<file path="config.mk">
export PLATFORM = sky130hd
export DESIGN_NAME = mem_stage
export DESIGN_NICKNAME = d
export VERILOG_FILES = /design/src/rtl/mem_stage_pkg.sv /design/src/rtl/mem_req_fsm.sv /design/src/rtl/mem_stage.sv
export SDC_FILE = /design/constraint.sdc
export NUM_CORES = 1
export LEC_CHECK = 0
export ABC_AREA = 1
export BUFFER_PORTS_ARGS = -buffer_cell sky130_fd_sc_hd__buf_2
export CAP_MARGIN = 10
export CORE_ASPECT_RATIO = 1.2
export CORE_MARGIN = 2
export CORE_UTILIZATION = 43
export DETAILED_ROUTE_END_ITERATION = 8
export PLACE_DENSITY = 0.84
export SYNTH_ARGS = -nofsm -noshare
export SYNTH_HDL_FRONTEND = slang
export SYNTH_SLANG_ARGS = --single-unit
</file>
<file path="constraint.sdc">
create_clock -name clk -period 2.8 [get_ports clk]
set_input_delay 0.28 -clock clk [delete_from_list [all_inputs] [get_ports clk]]
set_output_delay 0.28 -clock clk [all_outputs]
set_load 0.05 [all_outputs]
</file>
<file path="src/rtl/mem_stage_pkg.sv">
// Shared widths, FSM state type and MEM/WB payload for the memory-access stage.
package mem_stage_pkg;

  localparam int unsigned WORD_W    = 16;
  localparam int unsigned REG_SEL_W = 3;

  typedef enum logic {
    IDLE = 1'b0,
    WAIT = 1'b1
  } state_t;

  typedef struct packed {
    logic [WORD_W-1:0]    wb_data;
    logic [WORD_W-1:0]    pc_2;
    logic [REG_SEL_W-1:0] sel;
    logic                 reg_write;
    logic                 not_halt;
    logic                 err;
  } mem_wb_t;

  // A bubble writes nothing and keeps the machine running.
  localparam mem_wb_t MEM_WB_BUBBLE = '{
    wb_data:   WORD_W'(0),
    pc_2:      WORD_W'(0),
    sel:       REG_SEL_W'(0),
    reg_write: 1'b0,
    not_halt:  1'b1,
    err:       1'b0
  };

endpackage

</file>
<file path="src/rtl/mem_req_fsm.sv">
// Request/done handshake tracker: drives the memory strobes and the pipeline stall,
// and flags the cycle in which the outstanding access completes.
module mem_req_fsm
  import mem_stage_pkg::*;
(
  input  logic clk,
  input  logic rst,
  input  logic mem_op,
  input  logic is_write,
  input  logic mem_busy,
  input  logic mem_done,
  output logic rd_c,
  output logic wr_c,
  output logic stall_c,
  output logic complete_c
);

  state_t state;

  // Only an accepted request that did not finish in the same cycle waits.
  always_ff @(posedge clk or posedge rst) begin
    if (rst) begin
      state <= IDLE;
    end else begin
      case (state)
        IDLE:    if (mem_op && !mem_busy && !mem_done) state <= WAIT;
        WAIT:    if (mem_done) state <= IDLE;
        default: state <= IDLE;
      endcase
    end
  end

  // Strobes are held while the memory is busy; reset silences everything.
  always_comb begin
    rd_c       = 1'b0;
    wr_c       = 1'b0;
    stall_c    = 1'b0;
    complete_c = 1'b0;
    if (!rst) begin
      case (state)
        IDLE: begin
          if (mem_op) begin
            rd_c       = !is_write;
            wr_c       = is_write;
            complete_c = !mem_busy && mem_done;
            stall_c    = !complete_c;
          end
        end
        WAIT: begin
          complete_c = mem_done;
          stall_c    = !mem_done;
        end
        default: ;
      endcase
    end
  end

endmodule

</file>
<file path="src/rtl/mem_stage.sv">
// Memory-access pipeline stage with MEM/WB register. Optional misaligned-address
// trap enabled by defining MEM_ALIGN_CHECK_EN.
module mem_stage
  import mem_stage_pkg::*;
(
  input  logic                 clk,
  input  logic                 rst,
  input  logic [WORD_W-1:0]    ALURes_EX_MEM,
  input  logic [WORD_W-1:0]    rdData2_EX_MEM,
  input  logic [WORD_W-1:0]    PC_2_EX_MEM,
  input  logic                 isNotHalt_EX_MEM,
  input  logic                 isMemToReg_EX_MEM,
  input  logic                 isMemRead_EX_MEM,
  input  logic                 isMemWrite_EX_MEM,
  input  logic                 isRegWrite_EX_MEM,
  input  logic [REG_SEL_W-1:0] writeRegSel_EX_MEM,
  output logic [WORD_W-1:0]    mem_addr,
  output logic [WORD_W-1:0]    mem_wdata,
  output logic                 mem_rd,
  output logic                 mem_wr,
  input  logic                 mem_busy,
  input  logic                 mem_done,
  input  logic [WORD_W-1:0]    mem_rdata,
  output logic                 memStall,
  output logic [WORD_W-1:0]    wbData_MEM_WB,
  output logic [WORD_W-1:0]    PC_2_MEM_WB,
  output logic [REG_SEL_W-1:0] writeRegSel_MEM_WB,
  output logic                 isRegWrite_MEM_WB,
  output logic                 isNotHalt_MEM_WB,
  output logic                 err_MEM_WB
);

  logic    mem_op_c;
  logic    misaligned_c;
  logic    req_c;
  logic    rd_c;
  logic    wr_c;
  logic    stall_c;
  logic    complete_c;
  mem_wb_t mem_wb;
  mem_wb_t mem_wb_next_c;

  assign mem_op_c = isMemRead_EX_MEM | isMemWrite_EX_MEM;

`ifdef MEM_ALIGN_CHECK_EN
  assign misaligned_c = mem_op_c & ALURes_EX_MEM[0];
`else
  assign misaligned_c = 1'b0;
`endif

  // A trapped access never reaches memory.
  assign req_c = mem_op_c & ~misaligned_c;

  mem_req_fsm u_req_fsm (
    .clk        (clk),
    .rst        (rst),
    .mem_op     (req_c),
    .is_write   (isMemWrite_EX_MEM),
    .mem_busy   (mem_busy),
    .mem_done   (mem_done),
    .rd_c       (rd_c),
    .wr_c       (wr_c),
    .stall_c    (stall_c),
    .complete_c (complete_c)
  );

  assign mem_rd    = rd_c;
  assign mem_wr    = wr_c;
  assign memStall  = stall_c;
  assign mem_addr  = ALURes_EX_MEM;
  assign mem_wdata = rdData2_EX_MEM;

  // Instruction leaves MEM when it needs no access or its access completes now.
  always_comb begin
    mem_wb_next_c = MEM_WB_BUBBLE;
    if (!req_c || complete_c) begin
      mem_wb_next_c.wb_data   = isMemToReg_EX_MEM ? mem_rdata : ALURes_EX_MEM;
      mem_wb_next_c.pc_2      = PC_2_EX_MEM;
      mem_wb_next_c.sel       = writeRegSel_EX_MEM;
      mem_wb_next_c.reg_write = isRegWrite_EX_MEM & ~misaligned_c;
      mem_wb_next_c.not_halt  = isNotHalt_EX_MEM & ~misaligned_c;
      mem_wb_next_c.err       = misaligned_c;
    end
  end

  always_ff @(posedge clk or posedge rst) begin
    if (rst) mem_wb <= MEM_WB_BUBBLE;
    else     mem_wb <= mem_wb_next_c;
  end

  assign wbData_MEM_WB      = mem_wb.wb_data;
  assign PC_2_MEM_WB        = mem_wb.pc_2;
  assign writeRegSel_MEM_WB = mem_wb.sel;
  assign isRegWrite_MEM_WB  = mem_wb.reg_write;
  assign isNotHalt_MEM_WB   = mem_wb.not_halt;
  assign err_MEM_WB         = mem_wb.err;

endmodule

</file>
==> results.sh, run 1 <==
export IMPL_synth_nets=281
export IMPL_synth_area_per_cell_um2=9.67
export IMPL_holdBufCountCts=0
export IMPL_power_density_mw_per_mm2=580
export IMPL_placed_cells=337
export IMPL_layout_commonest_cell="buf_2"
export IMPL_critPathKind="reg2out"
export IMPL_min_path_type="in2async"
export IMPL_ys_top_cells_by_area="dfrtp_1 47%, buf_4 14%, a21oi_2 13%, inv_1 8.0%, o21a_1 6.1%"
export IMPL_ys_seq_area_frac=0.480
export IMPL_num_vias=1483
export IMPL_antenna_found_initial=0
export IMPL_core_area_mm2=0.00453
export IMPL_synthSimpleGateAreaFrac=0.0619
export IMPL_antenna_left=0
export IMPL_cts_tree="built"
export IMPL_grt_first_pass_wirelength_um=5580
export IMPL_synthCells=205
export IMPL_tightest_slew_ns=0.590
export IMPL_grt_usage=0.141
export IMPL_wl_per_cell_um=10.9
export IMPL_dieHeight_um=78.4
export IMPL_relSlewSlack=0.607
export IMPL_syn2layout_area_growth_pct=22.7
export IMPL_synth_top_cell_by_area="dfrtp_1"
export IMPL_portBuffers=115
export IMPL_critPathArrivalTime_ns=1.31
export IMPL_cpMostUsedCell="nor2_1"
export IMPL_drt_total_wl_um=3760
export IMPL_cts_setup_buffers=0
export IMPL_p_leak_nw=1.44
export IMPL_drt_iter0_drc=90
export IMPL_finalClockSkew_ns=0.00355
export IMPL_clk_insertion_delay_late_ns=0.27
export IMPL_rsz0062_at_grt="false"
export IMPL_clockBufferDepth=2
export IMPL_hpwl_um=2830
export IMPL_firstDrtPassIters=4
export IMPL_cts_resized_gates=0
export IMPL_die_area_mm2=0.00517
export IMPL_cp_slowest_stage_delay_ns=0.43
export IMPL_mostFrequentLayoutCells="115 x buf_2, 41 x inv_1, 37 x dfrtp_1, 30 x a21oi_2, 18 x nand2_1"
export IMPL_design_area_mm2=0.00243
export IMPL_synth_compound_area_share=0.211
export IMPL_yosysWarningCount=0
export IMPL_synth_top_family_by_area="buffers and inverters"
export IMPL_ios=149
export IMPL_yosys_cell_types_count=18
export IMPL_fp_dieW_um=66.0
export IMPL_cts_clk_slew_worst_paths_ns=0.07
export IMPL_mappedNetlistArea_mm2=0.00198
export IMPL_synth_xor_area_frac=0
export IMPL_ys_ff_latch=38
export IMPL_final_instance_count_excl_fill=345
export IMPL_min_period_ns=1.59
export IMPL_final_hold_violation_count=0
export IMPL_num_rows=27
export IMPL_cts_root_buf="clkbuf_8"
export IMPL_start_util=0.438
export IMPL_final_layout_size_suffix_gt1_frac=0.561
export IMPL_fmax_mhz=630
export IMPL_num_antenna_cells=0
export IMPL_fin_tns_setup_ns=0
export IMPL_setup_viol=0
export IMPL_placed_area_mm2=0.00232
export IMPL_maxSlewViolCount=0
export IMPL_max_cap_viol_count=0
export IMPL_power_total_mw=1.41
export IMPL_worst_path_max_delay_cell="dfrtp_1"
export IMPL_htreeDepth=2
export IMPL_cp_max_fo=5
export IMPL_post_route_drc_count=0
export IMPL_min_period_over_period=0.567
export IMPL_grt_pass1_vias=1334
export IMPL_status="completed"
export IMPL_cts_buffers=5
export IMPL_grt_max_degree=38
export IMPL_clkSinkCount=38
export IMPL_grt_overflow_total=0
export IMPL_crit_path_end_kind="primary output"
export IMPL_final_util=0.537
export IMPL_vdd_drop_max_uv=319
export IMPL_num_nets_final=362
export IMPL_path_cells="nor2_1, o21ai_0, nor2_1, buf_2"
export IMPL_via_per_inst=4.30
export IMPL_synth_top_area_frac=0.467
export IMPL_synthMuxAreaShare=0
export IMPL_cp_start_kind="flop"
export IMPL_synth_fa_ha_area_frac=0
export IMPL_cp_required_ns=2.52
export IMPL_place_congestion=0.647
metal layers:
metal	part of all wire	track usage	wire, um	vias up
met5	0	0	0	-
met2	0.52	0.269	1960	70
li1	-	-	-	748
met1	0.37	0.141	1410	659
met4	0.012	0.0510	44	0
met3	0.092	0.0401	345	6
critical path, delay by kind of cell (launching register included):
kind / cells / cell delay (ns)
flops: 1 / 0.43
compound gates: 1 / 0.09
buf+inv: 1 / 0.26
simple gates: 2 / 0.25
stage by stage:
| stage | hold WS (ns) | setup slack [ns] |
|---|---|---|
| 4_1_cts | 0.0361 | 1.20 |
| 2_1_floorplan | 0.353 | 0.472 |
| 3_3_place_gp | 0.326 | 1.11 |
| 5_1_grt | 0.0445 | 1.08 |
| 6_report | 0.0230 | 1.21 |
| 3_5_place_dp | 0.344 | 1.02 |
where the power goes:
group          switching (mW)  total, mW  internal, mW
registers             0.00960      0.592         0.582
logic                   0.277      0.377         0.100
clock network           0.179      0.441         0.262
synth_stat cells:
master	instances
a21oi_1	6
a21oi_2	30
buf_2	4
buf_4	36
buf_6	3
conb_1	1
dfrtp_1	37
dfstp_2	1
inv_1	42
inv_2	1
nand2_1	19
nand2_2	1
nand3_4	1
nor2_1	3
nor3_1	2
nor4_1	1
o21a_1	16
o21ai_0	1
cell families (layout without fill, tap and decap cells):
family,Yosys count,in the layout
other cells,1,1
compound gates,53,53
buf+inv,86,168
simple gates,27,27
flops,38,38
path summary, 6_finish.rpt:
check                                          start  cells past startpoint                           to  slack [ns]
max                        u_req_fsm.state$_DFF_PP0_                      4                     memStall        1.21
min in group clk                    isNotHalt_EX_MEM                      3   isNotHalt_MEM_WB$_DFF_PP1_        0.19
min                                              rst                      2     PC_2_MEM_WB[0]$_DFF_PP0_        0.02
min reg2reg                u_req_fsm.state$_DFF_PP0_                      2    u_req_fsm.state$_DFF_PP0_        0.68
max in group asynchronous                        rst                      3   isNotHalt_MEM_WB$_DFF_PP1_        2.10
max reg2reg                u_req_fsm.state$_DFF_PP0_                      4  wbData_MEM_WB[15]$_DFF_PP0_        1.40
state kept, by name (all words and copies together) (netlist names):
register and flops:
u_req_fsm.state 1, isRegWrite_MEM_WB 1, PC_2_MEM_WB 16, writeRegSel_MEM_WB 3
wbData_MEM_WB 16, isNotHalt_MEM_WB 1
cell type report:
cell class / instances / area (um2)
fillers: 434 / 2090
flip-flops and latches: 38 / 952
repair buffers: 117 / 591
multi-input cells: 81 / 547
inverters: 43 / 161
well taps: 58 / 72.6
clock buffers: 5 / 68.8
clock inverters: 3 / 40.0
Note: power is estimated with default switching activity, not from simulation.
==> run 2, diff against run 1 <==
CORE_UTILIZATION = 36   (was 43)
PLACE_DENSITY = 0.75   (was 0.84)
clock period = 1.3 ns   (was 2.8 ns; I/O delays follow)
==> results.sh, run 2 (synthesis gave the netlist of run 1 again) <==
export IMPL_status="finished with violations"
export IMPL_violations="setup timing"
export IMPL_fp_dieW_um=71.7
export IMPL_min_period_over_period=1.02
export IMPL_clkSinkCount=38
export IMPL_drt_iter0_drc=41
export IMPL_grt_usage=0.132
export IMPL_cp_required_ns=1.17
export IMPL_maxSlewViolCount=0
export IMPL_cts_clk_slew_worst_paths_ns=0.07
export IMPL_critPathKind="reg2out"
export IMPL_hold_start="isNotHalt_EX_MEM"
export IMPL_pwr_share_seq=0.433
export IMPL_num_antenna_cells=0
export IMPL_mostFrequentLayoutCells="112 x buf_2, 41 x inv_1, 36 x dfrtp_1, 30 x a21oi_2, 18 x nand2_1"
export IMPL_netSwitchingPower_mw=1.02
export IMPL_cp_max_fo=5
export IMPL_final_hold_violation_count=0
export IMPL_post_route_drc_count=0
export IMPL_p_comb_frac=0.290
export IMPL_grt_overflow_total=0
export IMPL_portBuffers=115
export IMPL_place_congestion=0.668
export IMPL_vdd_drop_max_uv=753
export IMPL_final_layout_size_suffix_gt1_frac=0.587
export IMPL_grt_first_pass_wirelength_um=6380
export IMPL_fin_tns_setup_ns=-0.0460
export IMPL_p_sw_frac=0.346
export IMPL_cts_tree="built"
export IMPL_hpwl_um=3080
export IMPL_p_leak_nw=1.47
export IMPL_num_vias=1545
export IMPL_antenna_left=0
export IMPL_design_area_mm2=0.00254
export IMPL_drt_total_wl_um=4000
export IMPL_start_util=0.374
export IMPL_clockBufferDepth=2
export IMPL_via_per_inst=4.35
export IMPL_grt_max_degree=33
export IMPL_htreeDepth=2
export IMPL_syn2layout_area_growth_pct=28.2
export IMPL_placed_area_mm2=0.00241
export IMPL_setup_viol=2
export IMPL_min_period_ns=1.33
export IMPL_power_density_mw_per_mm2=1160
export IMPL_power_frac_clock=0.276
export IMPL_num_rows=29
export IMPL_num_nets_final=368
export IMPL_fmax_mhz=755
export IMPL_grt_pass1_vias=1534
export IMPL_die_area_mm2=0.00612
export IMPL_critPathArrivalTime_ns=1.20
export IMPL_core_area_mm2=0.00530
export IMPL_firstDrtPassIters=2
export IMPL_startpoint="u_req_fsm.state$_DFF_PP0_"
export IMPL_layout_commonest_cell="buf_2"
export IMPL_crit_path_end_kind="primary output"
export IMPL_clk_insertion_delay_late_ns=0.28
export IMPL_ios=149
export IMPL_rsz0062_at_grt="true"
export IMPL_cts_root_buf="clkbuf_8"
export IMPL_antenna_found_initial=0
export IMPL_cts_buffers=5
export IMPL_cp_start_kind="flop"
export IMPL_r2r_start="u_req_fsm.state$_DFF_PP0_"
export IMPL_wl_per_cell_um=11.3
export IMPL_max_cap_viol_count=0
export IMPL_finalClockSkew_ns=0.00298
export IMPL_power_internal_mw=1.93
export IMPL_dieHeight_um=85.3
export IMPL_setup_slack_ns=-0.0252
export IMPL_min_path_type="in2reg"
==> run 2: routing by layer <==
| layer | global-route usage | wire length (um) |
|---|---|---|
| met1 | 0.119 | 1290 |
| met2 | 0.264 | 2280 |
| met3 | 0.0368 | 348 |
| met4 | 0.0583 | 78 |
| met5 | 0 | 0 |
==> run 2: final cells by class <==
class	count	area, um2
Fill cell	523	2760
Sequential cell	38	953
Timing Repair Buffer	123	678
Multi-Input combinational cell	81	574
Inverter	43	165
Clock buffer	7	86.3
Tap cell	62	77.6
Clock inverter	1	5.00
==> run 2: through the flow <==
step,power [mW],worst slack (ns),std cells,hold WS [ns],util
after floorplan,2.08,-0.221,205,0.115,-
after global placement,2.13,0.168,345,0.260,0.454
after detailed placement,2.15,0.131,345,0.260,0.454
after CTS,3.00,-0.0195,355,0.0115,0.478
after global routing,3.10,-0.0833,355,0.0305,0.479
final,2.95,-0.0252,355,0.0228,0.479
==> run 2: repair_timing <==
item	CTS	global route
hold buffers	1	0
pin swaps	2	0
setup buffers	1	0
setup endpoints to repair	3	3
cloned	0	0
gates resized for setup	6	4
endpoints found under the hold margin	37	0
==> run 2: critical path, stage by stage (launching register included) <==
cell,delay (ns)
dfrtp_2,0.46
nor4_2,0.22
buf_4,0.23
==> run 2: worst paths after layout <==
path,end,slack (ns),cells after the start
worst max register to register,wbData_MEM_WB[15]$_DFF_PP0_,0.13,6
worst max-delay path,mem_rd,-0.03,2
worst min register to register,u_req_fsm.state$_DFF_PP0_,0.70,2
min in group asynchronous,wbData_MEM_WB[12]$_DFF_PP0_,0.57,4
worst min-delay path,isNotHalt_MEM_WB$_DFF_PP1_,0.02,3
max in group asynchronous,isNotHalt_MEM_WB$_DFF_PP1_,0.47,4
==> run 2: power by group through the flow <==
stage | clock network, mW | registers [mW] | logic (mW)
after CTS | 0.859 | 1.28 | 0.865
after global placement | 0 | 1.30 | 0.838
final | 0.815 | 1.28 | 0.856
after floorplan | 0 | 1.55 | 0.531
after global routing | 0.904 | 1.28 | 0.915
after detailed placement | 0 | 1.30 | 0.850
